### config.mk
export PLATFORM = sky130hd
export DESIGN_NAME = adc_code_packer
export DESIGN_NICKNAME = d
export VERILOG_FILES = /design/src/rtl/adc_code_packer.sv
export SDC_FILE = /design/constraint.sdc
export NUM_CORES = 1
export LEC_CHECK = 0
export CELL_PAD_IN_SITES_DETAIL_PLACEMENT = 0
export CELL_PAD_IN_SITES_GLOBAL_PLACEMENT = 1
export CORE_MARGIN = 3
export CORE_UTILIZATION = 47
export CTS_CLUSTER_SIZE = 30
export DETAILED_ROUTE_END_ITERATION = 7
export PLACE_DENSITY = 0.86
export SYNTH_ARGS = -nofsm -noshare
export SYNTH_HDL_FRONTEND = slang
export SYNTH_SLANG_ARGS = --single-unit
### constraint.sdc
create_clock -name clk -period 4.39 [get_ports clk]
set_clock_uncertainty 0.15 [all_clocks]
set_input_delay 0.6585 -clock clk [delete_from_list [all_inputs] [get_ports clk]]
set_output_delay 0.6585 -clock clk [all_outputs]
set_load 0.02 [all_outputs]
### src/rtl/adc_code_packer.sv
// adc_code_packer
// Packs consecutive 4-bit ADC conversion codes into words of CODES_PER_WORD codes.
// The first code of a word lands in the LSBs. Each word is tagged with a saturation
// flag and a wrapping 8-bit sequence number, then buffered in a first-word-fall-through
// FIFO that drains over a valid/ready handshake. The decoder side never stalls: a
// completed word that finds the FIFO full is dropped and counted.
//
// Ports:
//   clk         system clock, rising edge
//   rst         synchronous active-high reset
//   enable      packing enable; low discards any partial word
//   code_in     4-bit conversion code
//   code_valid  code_in carries a new sample this cycle
//   word_out    packed word at the FIFO head
//   word_sat    head word contains at least one code >= SAT_CODE
//   word_seq    sequence number of the head word
//   word_valid  FIFO head is valid
//   word_ready  consumer takes the head this cycle
//   fifo_full   FIFO holds FIFO_DEPTH words
//   drop_cnt    completed words dropped on a full FIFO (saturating)
module adc_code_packer #(
    parameter int unsigned CODES_PER_WORD = 4,
    parameter int unsigned FIFO_DEPTH     = 4,
    parameter logic [3:0]  SAT_CODE       = 4'hd
) (
    input  logic                        clk,
    input  logic                        rst,
    input  logic                        enable,
    input  logic [3:0]                  code_in,
    input  logic                        code_valid,
    output logic [4*CODES_PER_WORD-1:0] word_out,
    output logic                        word_sat,
    output logic [7:0]                  word_seq,
    output logic                        word_valid,
    input  logic                        word_ready,
    output logic                        fifo_full,
    output logic [15:0]                 drop_cnt
);

    localparam int unsigned WordW = 4 * CODES_PER_WORD;
    localparam int unsigned SlotW = $clog2(CODES_PER_WORD);
    localparam int unsigned PtrW  = $clog2(FIFO_DEPTH);
    localparam int unsigned CntW  = PtrW + 1;

    localparam logic [SlotW-1:0] LastSlot = SlotW'(CODES_PER_WORD - 1);
    localparam logic [CntW-1:0]  DepthCnt = CntW'(FIFO_DEPTH);

    // Packing state
    logic [SlotW-1:0] slot_q, slot_d;
    logic [WordW-1:0] acc_q, acc_d;
    logic             sat_acc_q, sat_acc_d;
    logic [7:0]       seq_q, seq_d;

    // FIFO state
    logic [PtrW-1:0]  wptr_q, wptr_d;
    logic [PtrW-1:0]  rptr_q, rptr_d;
    logic [CntW-1:0]  cnt_q, cnt_d;
    logic [15:0]      drop_q, drop_d;

    logic [WordW-1:0] mem_word_q [FIFO_DEPTH];
    logic             mem_sat_q  [FIFO_DEPTH];
    logic [7:0]       mem_seq_q  [FIFO_DEPTH];

    // Word being completed this cycle
    logic             push_req;
    logic [WordW-1:0] push_word;
    logic             push_sat;
    logic             code_sat;

    logic             pop;
    logic             push_ok;

    // Packing: build the word including this cycle's code so it can be pushed
    // in the same cycle the last slot is filled.
    always_comb begin
        slot_d    = slot_q;
        acc_d     = acc_q;
        sat_acc_d = sat_acc_q;
        seq_d     = seq_q;
        push_req  = 1'b0;
        push_word = acc_q;
        push_sat  = sat_acc_q;
        code_sat  = (code_in >= SAT_CODE);

        if (!enable) begin
            slot_d    = '0;
            acc_d     = '0;
            sat_acc_d = 1'b0;
        end else if (code_valid) begin
            push_word[{slot_q, 2'b00} +: 4] = code_in;
            push_sat = sat_acc_q | code_sat;
            if (slot_q == LastSlot) begin
                push_req  = 1'b1;
                slot_d    = '0;
                acc_d     = '0;
                sat_acc_d = 1'b0;
                // Advances even when the push is dropped so gaps show downstream.
                seq_d     = seq_q + 8'd1;
            end else begin
                slot_d    = slot_q + SlotW'(1);
                acc_d     = push_word;
                sat_acc_d = push_sat;
            end
        end
    end

    // FIFO control: a full FIFO still accepts a push when the head is popped
    // in the same cycle.
    always_comb begin
        word_valid = (cnt_q != '0);
        fifo_full  = (cnt_q == DepthCnt);
        pop        = word_valid && word_ready;
        push_ok    = push_req && (!fifo_full || pop);

        wptr_d = push_ok ? wptr_q + PtrW'(1) : wptr_q;
        rptr_d = pop ? rptr_q + PtrW'(1) : rptr_q;

        cnt_d = cnt_q;
        if (push_ok && !pop) begin
            cnt_d = cnt_q + CntW'(1);
        end else if (!push_ok && pop) begin
            cnt_d = cnt_q - CntW'(1);
        end

        drop_d = drop_q;
        if (push_req && !push_ok && (drop_q != 16'hFFFF)) begin
            drop_d = drop_q + 16'd1;
        end
    end

    always_ff @(posedge clk) begin
        if (rst) begin
            slot_q    <= '0;
            acc_q     <= '0;
            sat_acc_q <= 1'b0;
            seq_q     <= '0;
            wptr_q    <= '0;
            rptr_q    <= '0;
            cnt_q     <= '0;
            drop_q    <= '0;
        end else begin
            slot_q    <= slot_d;
            acc_q     <= acc_d;
            sat_acc_q <= sat_acc_d;
            seq_q     <= seq_d;
            wptr_q    <= wptr_d;
            rptr_q    <= rptr_d;
            cnt_q     <= cnt_d;
            drop_q    <= drop_d;
        end
    end

    // Storage is cleared on reset so the head reads as zero afterwards.
    always_ff @(posedge clk) begin
        if (rst) begin
            for (int i = 0; i < int'(FIFO_DEPTH); i++) begin
                mem_word_q[i] <= '0;
                mem_sat_q[i]  <= 1'b0;
                mem_seq_q[i]  <= '0;
            end
        end else if (push_ok) begin
            mem_word_q[wptr_q] <= push_word;
            mem_sat_q[wptr_q]  <= push_sat;
            mem_seq_q[wptr_q]  <= seq_q;
        end
    end

    assign word_out = mem_word_q[rptr_q];
    assign word_sat = mem_sat_q[rptr_q];
    assign word_seq = mem_seq_q[rptr_q];
    assign drop_cnt = drop_q;

endmodule

==> results of run 1 <==
-- per-layer routing --
| metal | GRT usage (%) | wire length, µm | up-vias |
|---|---|---|---|
| met3 | 4.08 | 741 | 17 |
| met5 | 0 | 0 | - |
| met4 | 6.94 | 205 | 0 |
| li1 | - | - | 2184 |
| met2 | 30.0 | 6860 | 128 |
| met1 | 25.7 | 6640 | 2256 |
-- final cells by class --
type                    count  area share, %
flip-flops and latches    152           49.8
multi-input cells         364           31.9
repair buffers             63           7.55
clock buffers              18           5.29
well taps                 180           2.77
clock inverters            14           1.93
inverters                  15          0.694
-- sequential cells by signal (all words and copies together) (netlist names), named ones only --
signal	flops
mem_word_q	64
sat_acc_q	1
seq_q	8
cnt_q	3
mem_seq_q	32
slot_q	2
rptr_q	2
wptr_q	2
acc_q	16
mem_sat_q	4
drop_cnt	16
-- how the worst min path moves through the flow --
stage | cells after the start | start | to | slack (ns)
finish | 1 | acc_q[12]$_SDFFE_PP0P_ | acc_q[12]$_SDFFE_PP0P_ | 0.31
global route | 1 | acc_q[13]$_SDFFE_PP0P_ | acc_q[13]$_SDFFE_PP0P_ | 0.34
CTS | 1 | acc_q[12]$_SDFFE_PP0P_ | acc_q[12]$_SDFFE_PP0P_ | 0.32
detailed placement | 1 | acc_q[12]$_SDFFE_PP0P_ | acc_q[12]$_SDFFE_PP0P_ | 0.30
global placement | 1 | acc_q[15]$_SDFFE_PP0P_ | acc_q[15]$_SDFFE_PP0P_ | 0.30
floorplan | 1 | acc_q[12]$_SDFFE_PP0P_ | acc_q[12]$_SDFFE_PP0P_ | 0.28
-- critical path: cells and delay by family, from the launching register on --
kind / cells / cell delay, ns
flip-flops: 1 / 0.91
buffers and inverters: 1 / 0.56
multiplexers: 1 / 0.64
-- power groups by stage --
stage / clock network, mW / logic [mW] / registers, mW
2_1_floorplan: 0 / 0.295 / 1.63
3_3_place_gp: 0 / 0.431 / 1.66
3_5_place_dp: 0 / 0.437 / 1.66
4_1_cts: 1.46 / 0.439 / 1.63
5_1_grt: 1.52 / 0.463 / 1.64
6_report: 1.44 / 0.433 / 1.63
-- synthesized netlist by cell type (3+ instances only) --
cell | n | area [µm²]
a22oi_1 | 16 | 120
nand4_1 | 7 | 43.8
nor2_1 | 80 | 300
nor2b_1 | 7 | 43.8
mux4_2 | 25 | 563
inv_1 | 15 | 56.3
a21oi_1 | 21 | 105
nor4_1 | 8 | 50.1
nand2_1 | 26 | 97.6
and3_1 | 24 | 150
o21ai_0 | 9 | 45.0
or2_2 | 3 | 18.8
o31ai_1 | 8 | 60.1
mux2_2 | 4 | 45.0
and2_1 | 33 | 206
nor3_1 | 7 | 35.0
xor2_1 | 9 | 78.8
buf_1 | 8 | 30.0
clkbuf_1 | 24 | 90.1
edfxtp_1 | 100 | 3000
dfxtp_1 | 52 | 1040
a22o_1 | 8 | 70.1
or4_1 | 8 | 60.1
or3_1 | 7 | 43.8
xnor2_1 | 4 | 35.0
nand3_1 | 14 | 70.1
ha_1 | 8 | 100
nand2b_1 | 7 | 43.8
-- logic make-up (layout without fill, tap and decap cells) --
family	after synthesis	in the layout
AOI/OAI and AO/OA	68	68
buffers and inverters	48	110
and+or+nand+nor	243	243
xor gates and xnor gates	13	13
DFF	152	152
muxes	31	31
adders and majority gates	9	9
-- through the flow --
| stage | util, % | std cells |
|---|---|---|
| 2_1_floorplan | - | 564 |
| 3_3_place_gp | 53.6 | 774 |
| 3_5_place_dp | 53.6 | 774 |
| 4_1_cts | 57.8 | 806 |
| 5_1_grt | 57.8 | 806 |
| 6_report | 57.8 | 806 |
==> impl_results.md, run 1 <==
* Outcome: complete, no violations
* Drt drc at 0
* Number of buffers added on ports at 51
* H-tree levels at 4
* Pwr dens at 432 nW/µm²
* Syn nets at 582
* Clk sink count at 152
* Distinct cells, synth at 45
* Cts hold-fix bufs at 0
* Sequential share of power at 46.5%
* Post-synthesis sequential area ratio at 59.4%
* First-pass DRT Iterations at 5
* Placed Instance Area at 7530 µm²
* Via-to-Cell Ratio at 5.69
* Post-CTS Setup Inserts at 0
* Diode count at 0
* Top FF cell, synth: edfxtp_1
* Fill cell count at 1155
* Largest net degree at the start of global routing at 47
* Synth Area in Compound Gates at 6.59%
* Combinational group share of total power at 12.4%
* Most common cell after layout, fill and taps aside: edfxtp_1
* YS warnings at 0
* Post-synth EDFFs at 100
* RR Endpoint: mem_word_q[1][12]$_SDFFCE_PN0P_
* Worst setup SP type: flop
* Die X at 126 µm
* WP data arrival at 2.57 ns
* Core area at 14000 µm²
* WL/cell at 17.9 µm
* Total number of vias at 4585
* Worst setup EP type: primary output
* Largest family of logic cells by synthesized area: simple AND/OR/NAND/NOR gates
* Design area at 8120 µm²
* Slowest CP cell: dfxtp_2
* Final Setup Violations at 0
* Synthesis-to-finish area growth at 19.2%
* Min Hold Slack at 0.315 ns
* Drt initial violations at 377
* TritonCTS Buffers at 17
* Clk_lat worst skew at 0.42 ns
* Termination of the worst setup path: word_out[3]
* Async SR Flop Fraction at 0%
* Largest buffer count on any clock path at 2
* Sequential cell area at 4050 µm²
* Final WL at 14.4 mm
* Placed wire-length estimate at 9.40 mm
* Synth Cell Area at 6810 µm²
* Cell count after synthesis at 564
* Most frequent cells in the layout: edfxtp_1 (100), nor2_1 (80), dfxtp_1 (51), clkdlybuf4s50_1 (51), and2_1 (33)
* Root Buffer: clkbuf_16
* Worst-Margin Slew at 0.955 ns
* Num ports at 52
* Nets at 631
* Clk slew on worst S/H paths at 0.06 ns
* Setup TNS at 0 ns
* Fin worst setup slack at 1.01 ns
* Post-CTS sizing at 0
* Die H at 126 µm
* Hold Vio Cnt, Final at 0
* FF-to-FF setup slack at 1.29 ns
* GR Util All Layers at 18.9%
* Simple-gate area share of the yosys netlist at 18.7%
* Synth Area in XOR/XNOR at 1.67%
* Switching power at 826 µW
* Hold crit path type: reg -> reg
* Peak supply drop at 0.227 mV
* Internal power at 2.68 mW
* Vias in the first global route at 4497
* Area of the multi-input gates at 2590 µm²
* Slew Limit Headroom at 35.7%
* Crit-path max cell delay at 0.91 ns
* Die ar. at 16000 µm²
* Max-slew violation count at 0
* Synthesis-stage register bit count at 152
* Crit path max fanout at 25
* Overall Power at 3.51 mW
* Maximum clock rate at 0.296 GHz
* Clock power share at 41.1%
* GP Congestion at 0.786
* Max Cap Viol at 0
* Detail Route Antenna Nets at 0
* Initial antenna violation count at 0
* Remaining Overflow, GRT at 0
* DP Worst Slack at 0.908 ns
* Std cell rows at 43
* LEAKAGE at 2.85 nW
* Clock tree from TritonCTS: built
* RSZ-0062 raised after global routing: false
* Global-route wire length before repair at 23.7 mm
* Syn avg cell area at 12.1 µm²
* Kind of critical path: reg -> out
* Share of layout cells above drive strength 1 at 12.9%
* FF-to-FF path depth at 5
* Initial Util at 48.5%
* Mux contribution to synthesized area at 9.22%
* Critical path, cell by cell: mux4_2, clkdlybuf4s50_1
* Switching share of power at 23.6%
* R2R Path Start: slot_q[0]$_SDFFE_PP0P_
* Period Utilization, post-route at 76.9%
* Worst EP required at 3.58 ns
* Post-Synth Adder-Cell Area at 1.76%
* Min cycle time layout at 3.38 ns
(Power assumes the default switching activity.)
==> run 2: changes to the inputs <==
==> constraint.sdc (replaced) <==
create_clock -name clk -period 3.5 [get_ports clk]
set_clock_uncertainty 0.15 [all_clocks]
set_input_delay 0.525 -clock clk [delete_from_list [all_inputs] [get_ports clk]]
set_output_delay 0.525 -clock clk [all_outputs]
set_load 0.02 [all_outputs]
==> run 2 against run 1 <==
Power up 27%. Sequential cell count unchanged. Wire length up 1.8%. Largest cell class unchanged. Critical path type unchanged.
==> impl_results.md, run 2 (synthesized netlist as in run 1, its figures left out) <==
* WP data arrival at 2.26 ns
* Worst setup SP type: flop
* RSZ-0062 raised after global routing: false
* First-pass DRT Iterations at 5
* Switching share of power at 22.8%
* Die X at 126 µm
* Largest buffer count on any clock path at 2
* Worst setup EP type: primary output
* Largest net degree at the start of global routing at 36
* Core area at 14000 µm²
* Via-to-Cell Ratio at 5.75
* Clock power share at 41.4%
* RR Endpoint: drop_cnt[11]$_SDFFE_PP0P_
* Root Buffer: clkbuf_16
* GR Util All Layers at 19.0%
* FF-to-FF setup slack at 0.62 ns
* Clk_lat worst skew at 0.42 ns
* Diode count at 0
* Placed cells at 781
* Remaining Overflow, GRT at 0
* Crit path max fanout at 11
* Post-CTS Setup Inserts at 0
* Final WL at 14.7 mm
* Period Utilization, post-route at 83.8%
* Vias in the first global route at 4547
* Max Cap Viol at 0
* Global-route wire length before repair at 23.8 mm
* Std cell rows at 43
* Initial antenna violation count at 0
* Peak supply drop at 0.338 mV
* TritonCTS Buffers at 17
* Max reg flops at 64
* LEAKAGE at 2.90 nW
* Final Setup Violations at 0
* Kind of critical path: reg -> out
* Clk slew on worst S/H paths at 0.06 ns
* Num ports at 52
* Cts hold-fix bufs at 0
* Synthesis-to-finish area growth at 20.0%
* Most flop-heavy register: mem_word_q
* Drt drc at 0
* Total number of vias at 4667
* Worst EP required at 2.82 ns
* Most common cell after layout, fill and taps aside: edfxtp_1
* Slew Limit Headroom at 23.1%
* Combinational group share of total power at 13.1%
* Max-slew violation count at 0
* Number of buffers added on ports at 51
* Hold Vio Cnt, Final at 0
* Maximum clock rate at 0.341 GHz
* Hold crit path type: reg -> reg
* Switching power at 1.01 mW
* Placed wire-length estimate at 10.0 mm
* Die H at 126 µm
* Initial Util at 48.5%
* Setup TNS at 0 ns
* Sequential share of power at 45.5%
* Nets at 638
* Outcome: complete, no violations
* Most frequent cells in the layout: edfxtp_1 (100), nor2_1 (80), dfxtp_1 (51), clkdlybuf4s50_1 (51), and2_1 (33)
* Min cycle time layout at 2.93 ns
* Die ar. at 16000 µm²
* Largest registers: mem_word_q: 64 flops, mem_seq_q: 32 flops
* Drt initial violations at 354
* Clock tree from TritonCTS: built
* Pwr dens at 544 nW/µm²
* FF-to-FF path depth at 6
* Layout Cells excl Fill at 812
* Detail Route Antenna Nets at 0
* WL/cell at 18.1 µm
* GP Congestion at 0.801
* H-tree levels at 4
* Share of layout cells above drive strength 1 at 13.3%
* R2R Path Start: slot_q[0]$_SDFFE_PP0P_
* Internal power at 3.43 mW
* Clk sink count at 152
* Worst-Margin Slew at 1.15 ns
* Termination of the worst setup path: word_seq[0]
* Post-CTS sizing at 0
run 2: final cells by class:
| class | count | area (µm²) |
|---|---|---|
| clock buffers | 19 | 433 |
| clock inverters | 12 | 158 |
| fillers | 1122 | 5870 |
| inverters | 15 | 56.3 |
| multi-input cells | 364 | 2590 |
| flip-flops and latches | 152 | 4050 |
| well taps | 180 | 225 |
| repair buffers | 70 | 666 |
run 2: critical path, cell delays in order (launching register included):
cell             delay [ns]
dfxtp_2                0.46
buf_4                  0.29
mux4_2                 0.54
clkdlybuf4s50_1        0.55
run 2: per-layer routing:
layer  wire length [µm]  vias to the layer above  global-route usage (%)  share of wire (%)
li1                   -                     2197                       -                  -
met4                213                        0                    5.99                1.4
met5                  0                        -                       0                  0
met2               6930                      148                    29.3                 47
met1               6700                     2298                    26.6                 46
met3                855                       24                    5.01                5.8
run 2: power by group through the flow:
stage          logic, mW  clock network, mW  registers, mW
2_1_floorplan      0.370                  0           2.04
3_3_place_gp       0.578                  0           2.06
3_5_place_dp       0.589                  0           2.06
4_1_cts            0.591               1.87           2.03
5_1_grt            0.622               1.95           2.03
6_report           0.581               1.84           2.02
run 2: metrics by stage:
step	hold slack [ns]	worst slack (ns)	area (µm²)	power [mW]	util, %
3_5_place_dp	0.306	0.302	7580	2.65	54.0
3_3_place_gp	0.295	0.366	7580	2.63	54.0
6_report	0.326	0.566	8180	4.45	58.2
5_1_grt	0.338	0.458	8180	4.60	58.2
4_1_cts	0.321	0.504	8180	4.49	58.2
2_1_floorplan	0.280	0.430	6810	2.41	-
run 2: how the worst min path moves through the flow:
| stage | startpoint | slack (ns) | endpoint | depth (start not counted) |
|---|---|---|---|---|
| detailed placement | acc_q[14]$_SDFFE_PP0P_ | 0.31 | acc_q[14]$_SDFFE_PP0P_ | 1 |
| CTS | acc_q[14]$_SDFFE_PP0P_ | 0.32 | acc_q[14]$_SDFFE_PP0P_ | 1 |
| global route | acc_q[13]$_SDFFE_PP0P_ | 0.34 | acc_q[13]$_SDFFE_PP0P_ | 1 |
| finish | acc_q[12]$_SDFFE_PP0P_ | 0.33 | acc_q[12]$_SDFFE_PP0P_ | 1 |
| floorplan | acc_q[12]$_SDFFE_PP0P_ | 0.28 | acc_q[12]$_SDFFE_PP0P_ | 1 |
| global placement | acc_q[12]$_SDFFE_PP0P_ | 0.30 | acc_q[12]$_SDFFE_PP0P_ | 1 |
==> run 3: changes to the inputs <==
==> constraint.sdc (replaced) <==
create_clock -name clk -period 3 [get_ports clk]
set_clock_uncertainty 0.15 [all_clocks]
set_input_delay 0.45 -clock clk [delete_from_list [all_inputs] [get_ports clk]]
set_output_delay 0.45 -clock clk [all_outputs]
set_load 0.02 [all_outputs]
==> run 3 against run 2 <==
Sequential power increased by 16%. Sequential cell count unchanged. Power increased by 13%. Count of clock-buffer cells in the layout decreased by 2. Clock power increased by 8%. First-iteration DRC count increased by 27%. Wire length about the same. Sequential share of layout area decreased by 0.29 points. Utilization increased by 0.35 points. Cell count increased by 1.2%. Global-route usage increased by 0.59 points. Die area unchanged. Largest cell class unchanged.
==> impl_results.md, run 3 (synthesized netlist as in run 1, its figures left out) <==
* Final Setup Violations at 0
* Pwr dens at 611 nW/µm²
* Die X at 126 µm
* RSZ-0062 raised after global routing: false
* GP Congestion at 0.816
* Layout Cells excl Fill at 822
* Die ar. at 16000 µm²
* Root Buffer: clkbuf_16
* Placed wire-length estimate at 9.85 mm
* Clk_lat worst skew at 0.42 ns
* Vias in the first global route at 4784
* Std cell rows at 43
* Worst setup EP type: primary output
* Period Utilization, post-route at 90.5%
* Peak supply drop at 0.370 mV
* Max Cap Viol at 0
* Total number of vias at 4651
* Internal power at 3.78 mW
* Hold_sp: acc_q[14]$_SDFFE_PP0P_
* Final WL at 14.7 mm
* Cts hold-fix bufs at 0
* LEAKAGE at 2.91 nW
* Global-route wire length before repair at 24.5 mm
* Clock power share at 39.5%
* WL/cell at 17.9 µm
* Via-to-Cell Ratio at 5.66
* Initial Util at 48.5%
* Hold crit path type: reg -> reg
* Max-slew violation count at 0
* Largest registers: mem_word_q: 64 flops, mem_seq_q: 32 flops
* Core area at 14000 µm²
* Worst EP required at 2.40 ns
* Largest buffer count on any clock path at 2
* Placed cells at 790
* Sequential share of power at 46.8%
* Slew Limit Headroom at 39.9%
* GR Util All Layers at 19.6%
* Design area at 8220 µm²
* Share of layout cells above drive strength 1 at 15.6%
* Largest net degree at the start of global routing at 26
* Maximum clock rate at 0.368 GHz
* Most flop-heavy register: mem_word_q
* Synthesis-to-finish area growth at 20.7%
* Clock tree from TritonCTS: built
* Worst Hold End: acc_q[14]$_SDFFE_PP0P_
* Worst setup SP type: flop
* WP data arrival at 2.11 ns
* Drt initial violations at 448
* Initial antenna violation count at 0
* TritonCTS Buffers at 17
* Final core occ at 58.6%
* RR Endpoint: cnt_q[2]$_SDFFE_PP0P_
* R2R Path Start: slot_q[0]$_SDFFE_PP0P_
* Num ports at 52
* H-tree levels at 4
* Switching power at 1.25 mW
* Worst-Margin Slew at 0.896 ns
* Outcome: complete, no violations
* Most frequent cells in the layout: edfxtp_1 (100), nor2_1 (80), dfxtp_1 (51), clkdlybuf4s50_1 (51), and2_1 (33)
* Nets at 647
* Post-CTS Setup Inserts at 0
* Drt drc at 0
* Crit path max fanout at 25
* Placed Instance Area at 7670 µm²
* Overall Power at 5.03 mW
* Diode count at 0
* Hold Path Stages at 1
* Hold Vio Cnt, Final at 0
* Switching share of power at 24.9%
* Post-CTS sizing at 0
* Remaining Overflow, GRT at 0
* Fin worst setup slack at 0.285 ns
* Max reg flops at 64
* Setup TNS at 0 ns
* Min Hold Slack at 0.315 ns
* Die H at 126 µm
* Number of buffers added on ports at 51
* FF-to-FF setup slack at 0.32 ns
* First-pass DRT Iterations at 5
* FF-to-FF path depth at 9
* Detail Route Antenna Nets at 0
* Clk sink count at 152
* Min cycle time layout at 2.71 ns
* Clk slew on worst S/H paths at 0.06 ns
* Combinational group share of total power at 13.7%
* DP Worst Slack at -0.0293 ns
* Kind of critical path: reg -> out
* Most common cell after layout, fill and taps aside: edfxtp_1
* Fill cell count at 1130
run 3: changes by cell type in the layout (fill, tap and decap cells not counted), moves of 2 or more:
cell,change
buf_4,+8
clkinv_1,-3
bufinv_16,-3
clkinvlp_4,+6
clkbuf_1,-2
clkinv_4,+3
run 3: how the worst max path moves through the flow:
stage                                      end
5_1_grt        mem_word_q[1][14]$_SDFFCE_PN0P_
3_3_place_gp         drop_cnt[11]$_SDFFE_PP0P_
2_1_floorplan            cnt_q[2]$_SDFFE_PP0P_
4_1_cts                            word_out[3]
6_report                          word_out[12]
3_5_place_dp         drop_cnt[13]$_SDFFE_PP0P_
run 3: cell type report:
class                   instances  area (µm²)  share of cell area [%]
clock buffers                  17         425                    5.17
well taps                     180         225                    2.74
multi-input cells             364        2590                    31.6
repair buffers                 79         746                    9.07
inverters                      15        56.3                   0.685
clock inverters                15         131                    1.60
flip-flops and latches        152        4050                    49.2
run 3: critical path: stages, from the launching register on:
cell and delay (ns):
dfxtp_2 0.34, buf_12 0.22, mux4_2 0.55, clkdlybuf4s50_1 0.56
run 3: metal layers:
layer | part of all wire (%) | track usage, % | wire length [µm]
met5 | 0 | 0 | 0
met3 | 4.8 | 4.80 | 706
met4 | 1.7 | 6.37 | 247
met2 | 49 | 32.2 | 7140
met1 | 45 | 25.8 | 6620
run 3: power groups by stage:
stage	clock [mW]	sequential (mW)	combinational, mW
after global placement	0	2.39	0.689
final	1.99	2.35	0.689
after CTS	2.03	2.35	0.704
after floorplan	0	2.38	0.432
after detailed placement	0	2.40	0.701
after global routing	2.12	2.36	0.744
